[config.mk]
export PLATFORM = sky130hd
export DESIGN_NAME = cnn16_fp16_mul_unit
export DESIGN_NICKNAME = d
export VERILOG_FILES = /design/src/rtl/cnn16_pkg.sv /design/src/rtl/cnn16_fp16_classify.sv /design/src/rtl/cnn16_fp16_mul_unit.sv
export SDC_FILE = /design/constraint.sdc
export NUM_CORES = 1
export LEC_CHECK = 0
export CAP_MARGIN = 40
export CORE_MARGIN = 2
export CORE_UTILIZATION = 46
export DETAILED_ROUTE_END_ITERATION = 16
export PLACE_DENSITY = 0.64
export SLEW_MARGIN = 20
export SYNTH_ARGS = -nofsm -noshare
export SYNTH_HDL_FRONTEND = slang
export SYNTH_SLANG_ARGS = --single-unit
export TNS_END_PERCENT = 5
[constraint.sdc]
create_clock -name clk -period 6.3 [get_ports clk]
set_clock_uncertainty 0.2 [all_clocks]
set_input_delay 1.89 -clock clk [delete_from_list [all_inputs] [get_ports clk]]
set_output_delay 1.89 -clock clk [all_outputs]
set_load 0.05 [all_outputs]
[src/rtl/cnn16_pkg.sv]
// Shared types and constants for the CNN16 half-precision multiply unit.
package cnn16_pkg;

  typedef enum logic [1:0] {
    IDLE = 2'd0,
    MUL  = 2'd1,
    NORM = 2'd2,
    RND  = 2'd3
  } state_t;

  // Operand-pair classification resolved in MUL; anything but SP_NONE skips rounding.
  typedef enum logic [1:0] {
    SP_NONE = 2'd0,
    SP_ZERO = 2'd1,
    SP_INF  = 2'd2,
    SP_NAN  = 2'd3
  } special_t;

  localparam int          FP16_BIAS    = 15;
  localparam logic [4:0]  FP16_EXP_MAX = 5'h1F;
  localparam logic [15:0] FP16_QNAN    = 16'h7E00;
  localparam logic [15:0] FP16_POS_INF = 16'h7C00;

  // Round to nearest, ties to even, from the kept lsb and guard/round/sticky.
  function automatic logic round_up(input logic lsb, input logic guard,
                                    input logic rnd, input logic sticky);
    return guard & (rnd | sticky | lsb);
  endfunction

endpackage

[src/rtl/cnn16_fp16_classify.sv]
// Decodes one IEEE-754 half operand; subnormals are reported as zero.
module cnn16_fp16_classify (
  input  logic [15:0] op,
  output logic        sign,
  output logic        is_zero,
  output logic        is_inf,
  output logic        is_nan,
  output logic [10:0] sig
);

  logic [4:0] exp_f;
  logic [9:0] frac;

  assign exp_f   = op[14:10];
  assign frac    = op[9:0];
  assign sign    = op[15];
  assign is_zero = (exp_f == 5'd0);
  assign is_inf  = (exp_f == 5'h1F) && (frac == 10'd0);
  assign is_nan  = (exp_f == 5'h1F) && (frac != 10'd0);
  assign sig     = {1'b1, frac};

endmodule

[src/rtl/cnn16_fp16_mul_unit.sv]
// Multi-cycle FP16 multiplier: IDLE -> MUL -> NORM -> RND, one result per 4 cycles.
module cnn16_fp16_mul_unit
  import cnn16_pkg::*;
(
  input  logic        clk,
  input  logic        rst_n,
  input  logic        start,
  input  logic [15:0] op_a,
  input  logic [15:0] op_b,
  output logic        busy,
  output logic        done,
  output logic [15:0] result,
  output logic        flag_ovf,
  output logic        flag_unf,
  output logic        flag_inv
);

  state_t state_q, state_d;

  logic [15:0] a_q, b_q;
  logic        a_sign, a_zero, a_inf, a_nan;
  logic        b_sign, b_zero, b_inf, b_nan;
  logic [10:0] a_sig, b_sig;

  // MUL stage outputs
  special_t           spec_m;
  logic               sign_m;
  logic [21:0]        prod_m;
  logic signed [6:0]  exp_m;

  // NORM stage outputs
  special_t           spec_n;
  logic               sign_n;
  logic signed [6:0]  exp_n;
  logic [9:0]         mant_n;
  logic               guard_n, rnd_n, sticky_n;

  cnn16_fp16_classify u_cls_a (
    .op(a_q), .sign(a_sign), .is_zero(a_zero), .is_inf(a_inf), .is_nan(a_nan), .sig(a_sig)
  );

  cnn16_fp16_classify u_cls_b (
    .op(b_q), .sign(b_sign), .is_zero(b_zero), .is_inf(b_inf), .is_nan(b_nan), .sig(b_sig)
  );

  // NOTE: sequential state uses non-blocking (<=) so every register samples pre-edge values.
  always_ff @(posedge clk) begin
    if (!rst_n) state_q <= IDLE;
    else        state_q <= state_d;
  end

  // NOTE: every always_comb output gets a default first so no latch is inferred.
  always_comb begin
    state_d = state_q;
    unique case (state_q)
      IDLE:    if (start) state_d = MUL;
      MUL:     state_d = NORM;
      NORM:    state_d = RND;
      RND:     state_d = IDLE;
      default: state_d = IDLE;
    endcase
  end

  assign busy = (state_q != IDLE);

  // MUL: special-case decode, sign, significand product, biased exponent sum.
  special_t          spec_d;
  logic [21:0]       prod_d;
  logic signed [6:0] exp_sum_d;

  always_comb begin
    spec_d = SP_NONE;
    if (a_nan || b_nan || (a_inf && b_zero) || (a_zero && b_inf)) spec_d = SP_NAN;
    else if (a_inf || b_inf)                                       spec_d = SP_INF;
    else if (a_zero || b_zero)                                     spec_d = SP_ZERO;
    prod_d    = {11'd0, a_sig} * {11'd0, b_sig};
    exp_sum_d = {2'b00, a_q[14:10]} + {2'b00, b_q[14:10]} - 7'(FP16_BIAS);
  end

  // NORM: product lies in [1,4); keep 10 fraction bits plus guard/round/sticky.
  logic signed [6:0] exp_norm_d;
  logic [9:0]        mant_norm_d;
  logic              guard_d, rnd_d, sticky_d;

  always_comb begin
    exp_norm_d  = exp_m;
    mant_norm_d = prod_m[19:10];
    guard_d     = prod_m[9];
    rnd_d       = prod_m[8];
    sticky_d    = |prod_m[7:0];
    if (prod_m[21]) begin
      exp_norm_d  = exp_m + 7'sd1;
      mant_norm_d = prod_m[20:11];
      guard_d     = prod_m[10];
      rnd_d       = prod_m[9];
      sticky_d    = |prod_m[8:0];
    end
  end

  // RND: round, then saturate to infinity or flush to zero on the final exponent.
  logic [10:0]       mant_sum;
  logic signed [6:0] exp_rnd;
  logic [15:0]       result_d;
  logic              ovf_d, unf_d, inv_d;

  always_comb begin
    mant_sum = {1'b0, mant_n} + 11'(round_up(mant_n[0], guard_n, rnd_n, sticky_n));
    exp_rnd  = mant_sum[10] ? exp_n + 7'sd1 : exp_n;
    result_d = 16'h0000;
    ovf_d    = 1'b0;
    unf_d    = 1'b0;
    inv_d    = 1'b0;
    unique case (spec_n)
      SP_NAN: begin
        result_d = FP16_QNAN;
        inv_d    = 1'b1;
      end
      SP_INF:  result_d = {sign_n, FP16_POS_INF[14:0]};
      SP_ZERO: result_d = {sign_n, 15'd0};
      default: begin
        if (exp_rnd >= 7'sd31) begin
          result_d = {sign_n, FP16_EXP_MAX, 10'd0};
          ovf_d    = 1'b1;
        end else if (exp_rnd <= 7'sd0) begin
          result_d = {sign_n, 15'd0};
          unf_d    = 1'b1;
        end else begin
          result_d = {sign_n, exp_rnd[4:0], mant_sum[9:0]};
        end
      end
    endcase
  end

  // NOTE: datapath pipeline registers carry no reset; they are only consumed under FSM control.
  always_ff @(posedge clk) begin
    if (state_q == IDLE && start) begin
      a_q <= op_a;
      b_q <= op_b;
    end
    spec_m   <= spec_d;
    sign_m   <= a_sign ^ b_sign;
    prod_m   <= prod_d;
    exp_m    <= exp_sum_d;
    spec_n   <= spec_m;
    sign_n   <= sign_m;
    exp_n    <= exp_norm_d;
    mant_n   <= mant_norm_d;
    guard_n  <= guard_d;
    rnd_n    <= rnd_d;
    sticky_n <= sticky_d;
  end

  always_ff @(posedge clk) begin
    if (!rst_n) begin
      done     <= 1'b0;
      result   <= 16'h0000;
      flag_ovf <= 1'b0;
      flag_unf <= 1'b0;
      flag_inv <= 1'b0;
    end else begin
      done <= (state_q == RND);
      if (state_q == RND) begin
        result   <= result_d;
        flag_ovf <= ovf_d;
        flag_unf <= unf_d;
        flag_inv <= inv_d;
      end
    end
  end

endmodule

* Word-level counts from Yosys, hierarchy flattened
Index checks and enable logic that the tools add are counted.
** Storage, ports and cells
- Bits in registers :: 109
- Bits of input ports :: 35
- Output and inout port bits :: 21
- Logic and storage cells :: 84
** Operators by class
- $add $sub $neg :: 5
- $mul :: 1
- $lt $le $gt $ge :: 2
- Equal/unequal tests :: 9
- Muxes and demuxes :: 19
- Bitwise gates (word level) :: 4
- Reductions and logical operators :: 24
** Operator list (number)
- case mux 16 bit (3 select lines) :: 1
- 2-to-1 mux 15 bit :: 2
- multiplier 11 x 11 -> 22 bit :: 1
- zero test 10 bit :: 2
- nonzero test 10 bit :: 2
- adder 7 x 2 -> 7 bit, second input constant :: 2
- 2-to-1 mux 7 bit :: 2
- adder 10 x 1 -> 11 bit :: 1
- 2-to-1 mux 1 bit :: 11
- equality test 5 bit, second input constant :: 2
- zero test 5 bit :: 2
- 2-to-1 mux 10 bit :: 1
- OR reduction 9 bit :: 1
- equality test 2 bit, second input constant :: 4
- case mux 2 bit (4 select lines) :: 1
- OR reduction 8 bit :: 1
- greater-or-equal comparator 7 x 6 -> 1 bit, second input constant :: 1
- <= comparator 7 x 1 -> 1 bit, second input constant :: 1
- logical AND 1 bit :: 7
- subtractor 6 x 4 -> 7 bit, second input constant :: 1
- adder 5 x 5 -> 6 bit :: 1
- logical OR 1 bit :: 5
- equality test 2 x 1 -> 1 bit, second input constant :: 2
- OR reduction 3 bit :: 1
- 8 further kinds :: 9

* Depth between registers and ports, before layout
Gate-level depths: netlist (run 1).
- Word-level depth :: 9
- Gate-level depth with buffers :: 20
- Mapped depth without buffers :: 19

* Hierarchy
From an unflattened synthesis (run 1), not the netlist that was laid out.
** Second synthesis, totals
- Cell total of the unflattened synthesis :: 867
- Area, all modules :: 8526.9 um^2
** Modules (own cells, without submodules)
- cnn16_fp16_mul_unit :: instances 1, cells each 821, area an instance 8229.1 um^2, seq. area each 2502.4 um^2
- cnn16_fp16_classify :: instances 2, cells each 23, area an instance 148.9 um^2, seq. area each 0.0 um^2

* Worst setup path before layout (run 1)
Ideal clock, no wire load.
- Path type :: register to register
- From :: register b_q[8]
- To :: register prod_m[21]
- Library setup time :: 138 ps
- Data arrival time :: 5057 ps
- Required time :: 5962 ps
- Slack :: 905 ps
- Cell stages (with the launch flop) :: 20
- Period minus slack after synthesis :: 5395 ps
- Path through :: edfxtp_1 > clkbuf_1 > and2_1 > fa_1 > inv_1 > fa_1 > inv_1 > fa_1 > fa_1 > inv_1 > fa_1 > inv_1 > ha_1 > a21o_1 > a21o_1 > nand3b_1 > o221ai_1 > o21ai_1 > o41ai_1 > a41oi_1
** Between the ends
- Word-level cells in the longest chain between the ends :: 1
** RTL lines
- from (decl) :: line cnn16_fp16_mul_unit.sv:20 : logic [15:0] a_q, b_q;
- from (signal assigned) :: line cnn16_fp16_mul_unit.sv:138 : b_q <= op_b;
- multiplier 11 x 11 -> 22 bit :: line cnn16_fp16_mul_unit.sv:76 : prod_d = {11'd0, a_sig} * {11'd0, b_sig};
- named net prod_d[21] :: line cnn16_fp16_mul_unit.sv:68 : logic [21:0] prod_d;
- to (signal assigned) :: line cnn16_fp16_mul_unit.sv:142 : prod_m <= prod_d;
- to (decl) :: line cnn16_fp16_mul_unit.sv:28 : logic [21:0] prod_m;
The timed path passes the listed nets, and every way through them passes these cells.
A chain may end at the register's enable or synchronous reset.

* Worst setup path in the final report (run 1)
- From :: register b_q[9]
- To :: register prod_m[21]
The elaborated chain is that of the path after synthesis.

==> results of run 1 <==
[metrics by stage]
step | instances | setup slack (ns)
finish | 1082 | 0.693
global route | 1082 | 0.369
CTS | 1082 | 0.670
detailed placement | 1066 | 0.692
global placement | 1066 | 0.746
floorplan | 811 | 0.905
[cell usage after synthesis (2+ instances only)]
master	n	area [um^2]
sky130_fd_sc_hd__inv_1	144	541
sky130_fd_sc_hd__nand2_1	89	334
sky130_fd_sc_hd__fa_1	81	1620
sky130_fd_sc_hd__dfxtp_1	77	1540
sky130_fd_sc_hd__ha_1	75	938
sky130_fd_sc_hd__and2_1	44	275
sky130_fd_sc_hd__nor2_1	35	131
sky130_fd_sc_hd__edfxtp_1	32	961
sky130_fd_sc_hd__clkbuf_1	23	86.3
sky130_fd_sc_hd__xnor2_1	20	175
sky130_fd_sc_hd__xor2_1	20	175
sky130_fd_sc_hd__a21oi_1	18	90.1
sky130_fd_sc_hd__o21ai_1	15	75.1
sky130_fd_sc_hd__nand3_1	14	70.1
sky130_fd_sc_hd__mux2_2	13	146
sky130_fd_sc_hd__o21ai_0	13	65.1
sky130_fd_sc_hd__a21o_1	10	75.1
sky130_fd_sc_hd__nor4_1	8	50.1
sky130_fd_sc_hd__nand4_1	7	43.8
sky130_fd_sc_hd__a31oi_1	6	37.5
sky130_fd_sc_hd__nor2b_1	5	31.3
sky130_fd_sc_hd__nor3_1	5	25.0
sky130_fd_sc_hd__o21a_1	5	37.5
sky130_fd_sc_hd__a211oi_1	3	22.5
sky130_fd_sc_hd__and3_1	3	18.8
sky130_fd_sc_hd__mux2i_1	3	30.0
sky130_fd_sc_hd__nand2b_1	3	18.8
sky130_fd_sc_hd__nand3b_1	3	22.5
sky130_fd_sc_hd__o2111ai_1	3	26.3
sky130_fd_sc_hd__a22oi_1	2	15.0
sky130_fd_sc_hd__a31o_2	2	17.5
sky130_fd_sc_hd__buf_2	2	10.0
sky130_fd_sc_hd__nand3_4	2	35.0
sky130_fd_sc_hd__o31ai_2	2	25.0
sky130_fd_sc_hd__o41ai_1	2	17.5
sky130_fd_sc_hd__or4_1	2	15.0
[flip-flops by register name (all words and copies together) (netlist names), 7 cells and up]
signal  count
a_q        16
b_q        16
exp_m       7
exp_n       7
mant_n     10
prod_m     22
result     16
[worst max-delay path by stage]
stage	startpoint	to	slack, ns	cells past startpoint
2_1_floorplan	b_q[8]	prod_m[21]	0.90	19
3_3_place_gp	b_q[9]	prod_m[21]	0.75	19
3_5_place_dp	b_q[9]	prod_m[21]	0.69	19
4_1_cts	b_q[9]	prod_m[21]	0.67	19
5_1_grt	b_q[9]	prod_m[21]	0.37	19
6_report	b_q[9]	prod_m[21]	0.69	19
[cell type report]
cell class                      count  area, um^2
Multi-Input combinational cell    531        4870
Clock buffer                        9         225
Inverter                          144         541
Tap cell                          225         282
Timing Repair Buffer               57         566
Fill cell                        1611        8100
Clock inverter                      7        91.3
Sequential cell                   109        2500
[layout by cell type (no fill, tap or decap), types with 3 or more instances in the layout]
master                              n
sky130_fd_sc_hd__nor4_1             8
sky130_fd_sc_hd__fa_1              81
sky130_fd_sc_hd__inv_1            144
sky130_fd_sc_hd__clkinv_8           3
sky130_fd_sc_hd__nand3_1           14
sky130_fd_sc_hd__o21ai_0           13
sky130_fd_sc_hd__nor2b_1            5
sky130_fd_sc_hd__clkdlybuf4s50_1   55
sky130_fd_sc_hd__mux2i_1            3
sky130_fd_sc_hd__nor2_1            35
sky130_fd_sc_hd__nand2_1           89
sky130_fd_sc_hd__clkbuf_16          9
sky130_fd_sc_hd__o21a_1             5
sky130_fd_sc_hd__xor2_1            20
sky130_fd_sc_hd__inv_6              3
sky130_fd_sc_hd__xnor2_1           20
sky130_fd_sc_hd__ha_1              75
sky130_fd_sc_hd__and3_1             3
sky130_fd_sc_hd__edfxtp_1          32
sky130_fd_sc_hd__mux2_2            13
sky130_fd_sc_hd__nand2b_1           3
sky130_fd_sc_hd__a21o_1            10
sky130_fd_sc_hd__a21oi_1           18
sky130_fd_sc_hd__nor3_1             5
sky130_fd_sc_hd__nand3b_1           3
sky130_fd_sc_hd__o2111ai_1          3
sky130_fd_sc_hd__nand4_1            7
sky130_fd_sc_hd__o21ai_1           15
sky130_fd_sc_hd__and2_1            44
sky130_fd_sc_hd__a211oi_1           3
sky130_fd_sc_hd__a31oi_1            6
sky130_fd_sc_hd__dfxtp_1           77
[logic make-up (layout without fill, tap and decap cells)]
family / Yosys count / in the layout
and+or+nand+nor: 227 / 227
xor gates and xnor gates: 40 / 40
DFF: 109 / 109
AOI/OAI and AO/OA: 92 / 92
muxes: 16 / 16
buffers and inverters: 171 / 217
adders and majority gates: 156 / 156
[metal layers]
metal  routed length [um]  vias to the layer above  GRT usage  part of all wire
li1                     -                     2692          -                 -
met5                    0                        -          0                 0
met1                 7260                     2437      0.240              0.50
met2                 6490                       87      0.261              0.45
met4                  221                        0     0.0503             0.015
met3                  523                       15     0.0339             0.036
==> impl_summary.txt, run 1 <==
----------------------------------------------------
[Critical path]
  R2R Path End ... prod_m[21]
  Buffering stage count on the worst path with inverters included ... 5
  Register-to-register setup slack ... 0.69 ns
  Worst Path Required ... 6.34 ns
  CP Launch Type ... flop
  Cell-by-cell listing of the critical path ... inv_1 -> nor2_1 -> fa_1 -> inv_1 -> fa_1 -> inv_1 -> fa_1 -> fa_1 -> inv_1 -> fa_1 -> inv_1 -> ha_1 -> a21o_1 -> a21o_1 -> nand3b_1 -> o221ai_1 -> o21ai_1 -> o41ai_1 -> a41oi_1
  Crit-path max FO ... 11
  Startpoint of the most critical register-to-register path ... b_q[9]
  Class of the most critical setup path ... reg -> reg
  Data arrival time of the worst path ... 5.64 ns
  Slowest library cell on the worst path ... sky130_fd_sc_hd__edfxtp_1
  Top cell family by delay on the critical path ... adder cells
  Kind of end point of the critical path ... flop
  Worst path max stage delay ... 0.55 ns
  Length in cells of the worst reg-to-reg path ... 19

[GRT]
  Pin count of the biggest net entering global routing ... 33
  Total GRT Usage ... 0.169
  Via count of the first global-routing pass ... 5,055
  Global-route wire length before repair ... 24.5 mm
  Number of antenna violations at the first check in global routing ... 0
  Total grt overflow ... 0

[Synthesis]
  XOR/XNOR Fraction of Synth Area ... 0.0437
  Mean Syn Cell Area ... 9.89 um^2
  Part of the Yosys area used for sequential elements ... 0.312
  Syn Std Cell Area ... 0.00802 mm^2
  Most common flop cell mapped by yosys ... sky130_fd_sc_hd__dfxtp_1
  Cell variety after synth ... 56
  Adder and majority gate portion of the synthesized area ... 0.319
  Synth warnings ... 0
  Mux contribution to synthesized area ... 0.0220
  Seq cells post-synth ... 109
  Proportion of register bits with asynchronous set or reset after synthesis ... 0
  Area fraction in and, or, nand and nor cells after synthesis ... 0.144
  Combinational family with the most area after synthesis ... adder cells
  Number of instances in the synthesized netlist ... 811
  Area fraction in compound gates after synthesis ... 0.0782
  Count of flip-flops with a built-in enable after synthesis ... 32
  Synthesized Nets ... 1,002

[Status]
  Status ... complete, no violations

[Place]
  Cell area reported after detailed placement ... 0.00876 mm^2
  Number of buffers inserted by port buffering ... 55
  Placer congestion estimate ... 0.915
  Detailed placer's ending HPWL ... 11.6 mm

[Clock tree]
  Clk slew on worst S/H paths ... 0.08 ns
  TritonCTS buffer count ... 9
  Skew-Pair Late Insertion Delay ... 0.36 ns
  Number of sinks driven by the clock tree ... 109
  TritonCTS clock tree ... yes
  Number of gates resized after cts ... 0
  Maximum buffer depth of the clock tree ... 2
  Root buffer cell ... sky130_fd_sc_hd__clkbuf_16
  Count of buffers added by post-CTS timing repair for setup ... 0
  Hold-fix buffers at CTS ... 0
  H-Tree Level Count ... 3

[Timing]
  # setup viols final ... 0
  Peak clock frequency supported by timing ... 178 MHz
  Setup TNS after final layout ... 0 ns
  Number of pins exceeding their max-slew limit in the final report ... 0
  Pin slew with the least headroom to its limit ... 0.772 ns
  Final hold violation count ... 0
  RSZ-0062 raised after global routing ... false
  Shortest period the worst path allows ... 5.61 ns
  Period utilisation layout ... 0.890
  Hold slack ... 0.132 ns
  Relative slew margins ... 0.483

[Detailed routing]
  Number of remaining DRC errors ... 0
  Number of search-and-repair iterations in the first detailed-routing pass ... 4
  Wire length after detailed routing ... 14.5 mm
  Average routed wire per standard cell ... 13.4 um
  Number of routed nets with antenna violations ... 0
  Total via count after detailed routing ... 5,231
  First-iteration detailed-routing DRC count ... 263
  Via-per-instance ratio ... 4.83

[Floorplan]
  Die Ht ... 136 um
  Core area ... 0.0172 mm^2
  Placement Rows ... 48
  Boundary Pins ... 56
  Effective utilization at floorplan ... 0.467
  Overall die area ... 0.0185 mm^2
  Width of the die ... 136 um

[Hold path]
  Instance count along the most critical hold path ... 0
  Hold EP ... spec_n[0]
  Hold path startpoint ... spec_m[0]
  Hold Path Class ... reg -> reg

[Final layout]
  Non-Filler Cell Area, Final ... 0.00907 mm^2
  Fraction of final layout cells sized beyond drive strength 1 ... 0.0537
  Antenna diode count ... 0
  Area growth syn-to-layout ... 13.2%
  Share of the core filled with cells in the final layout ... 0.528
  Layout net count ... 1,043

[Job]
  Max_cap viols ... 0

----------------------------------------------------
Power of run 1 is not shown: default switching activity piles up to over one toggle a cycle in this logic, so the estimate is an artifact.
==> run 2: changes to the inputs <==
Settings changed: CTS_BUF_LIST set to sky130_fd_sc_hd__clkbuf_16, SETUP_SLACK_MARGIN set to 0.3.
==> results of run 2 <==
Final layout, timing and power as in run 1 (identical DEF).
Power of run 2 is left out for the same reason.
==> run 3: changes to the inputs <==
==> constraint.sdc (replaced) <==
create_clock -name clk -period 6.3 [get_ports clk]
set_clock_uncertainty 0.2 [all_clocks]
set_input_delay 1.89 -clock clk [delete_from_list [all_inputs] [get_ports clk]]
set_output_delay 1.89 -clock clk [all_outputs]
set_load 0.005 [all_outputs]
==> results of run 3 <==
Final layout, timing and power as in run 1 (identical DEF).
Power of run 3 is left out for the same reason.
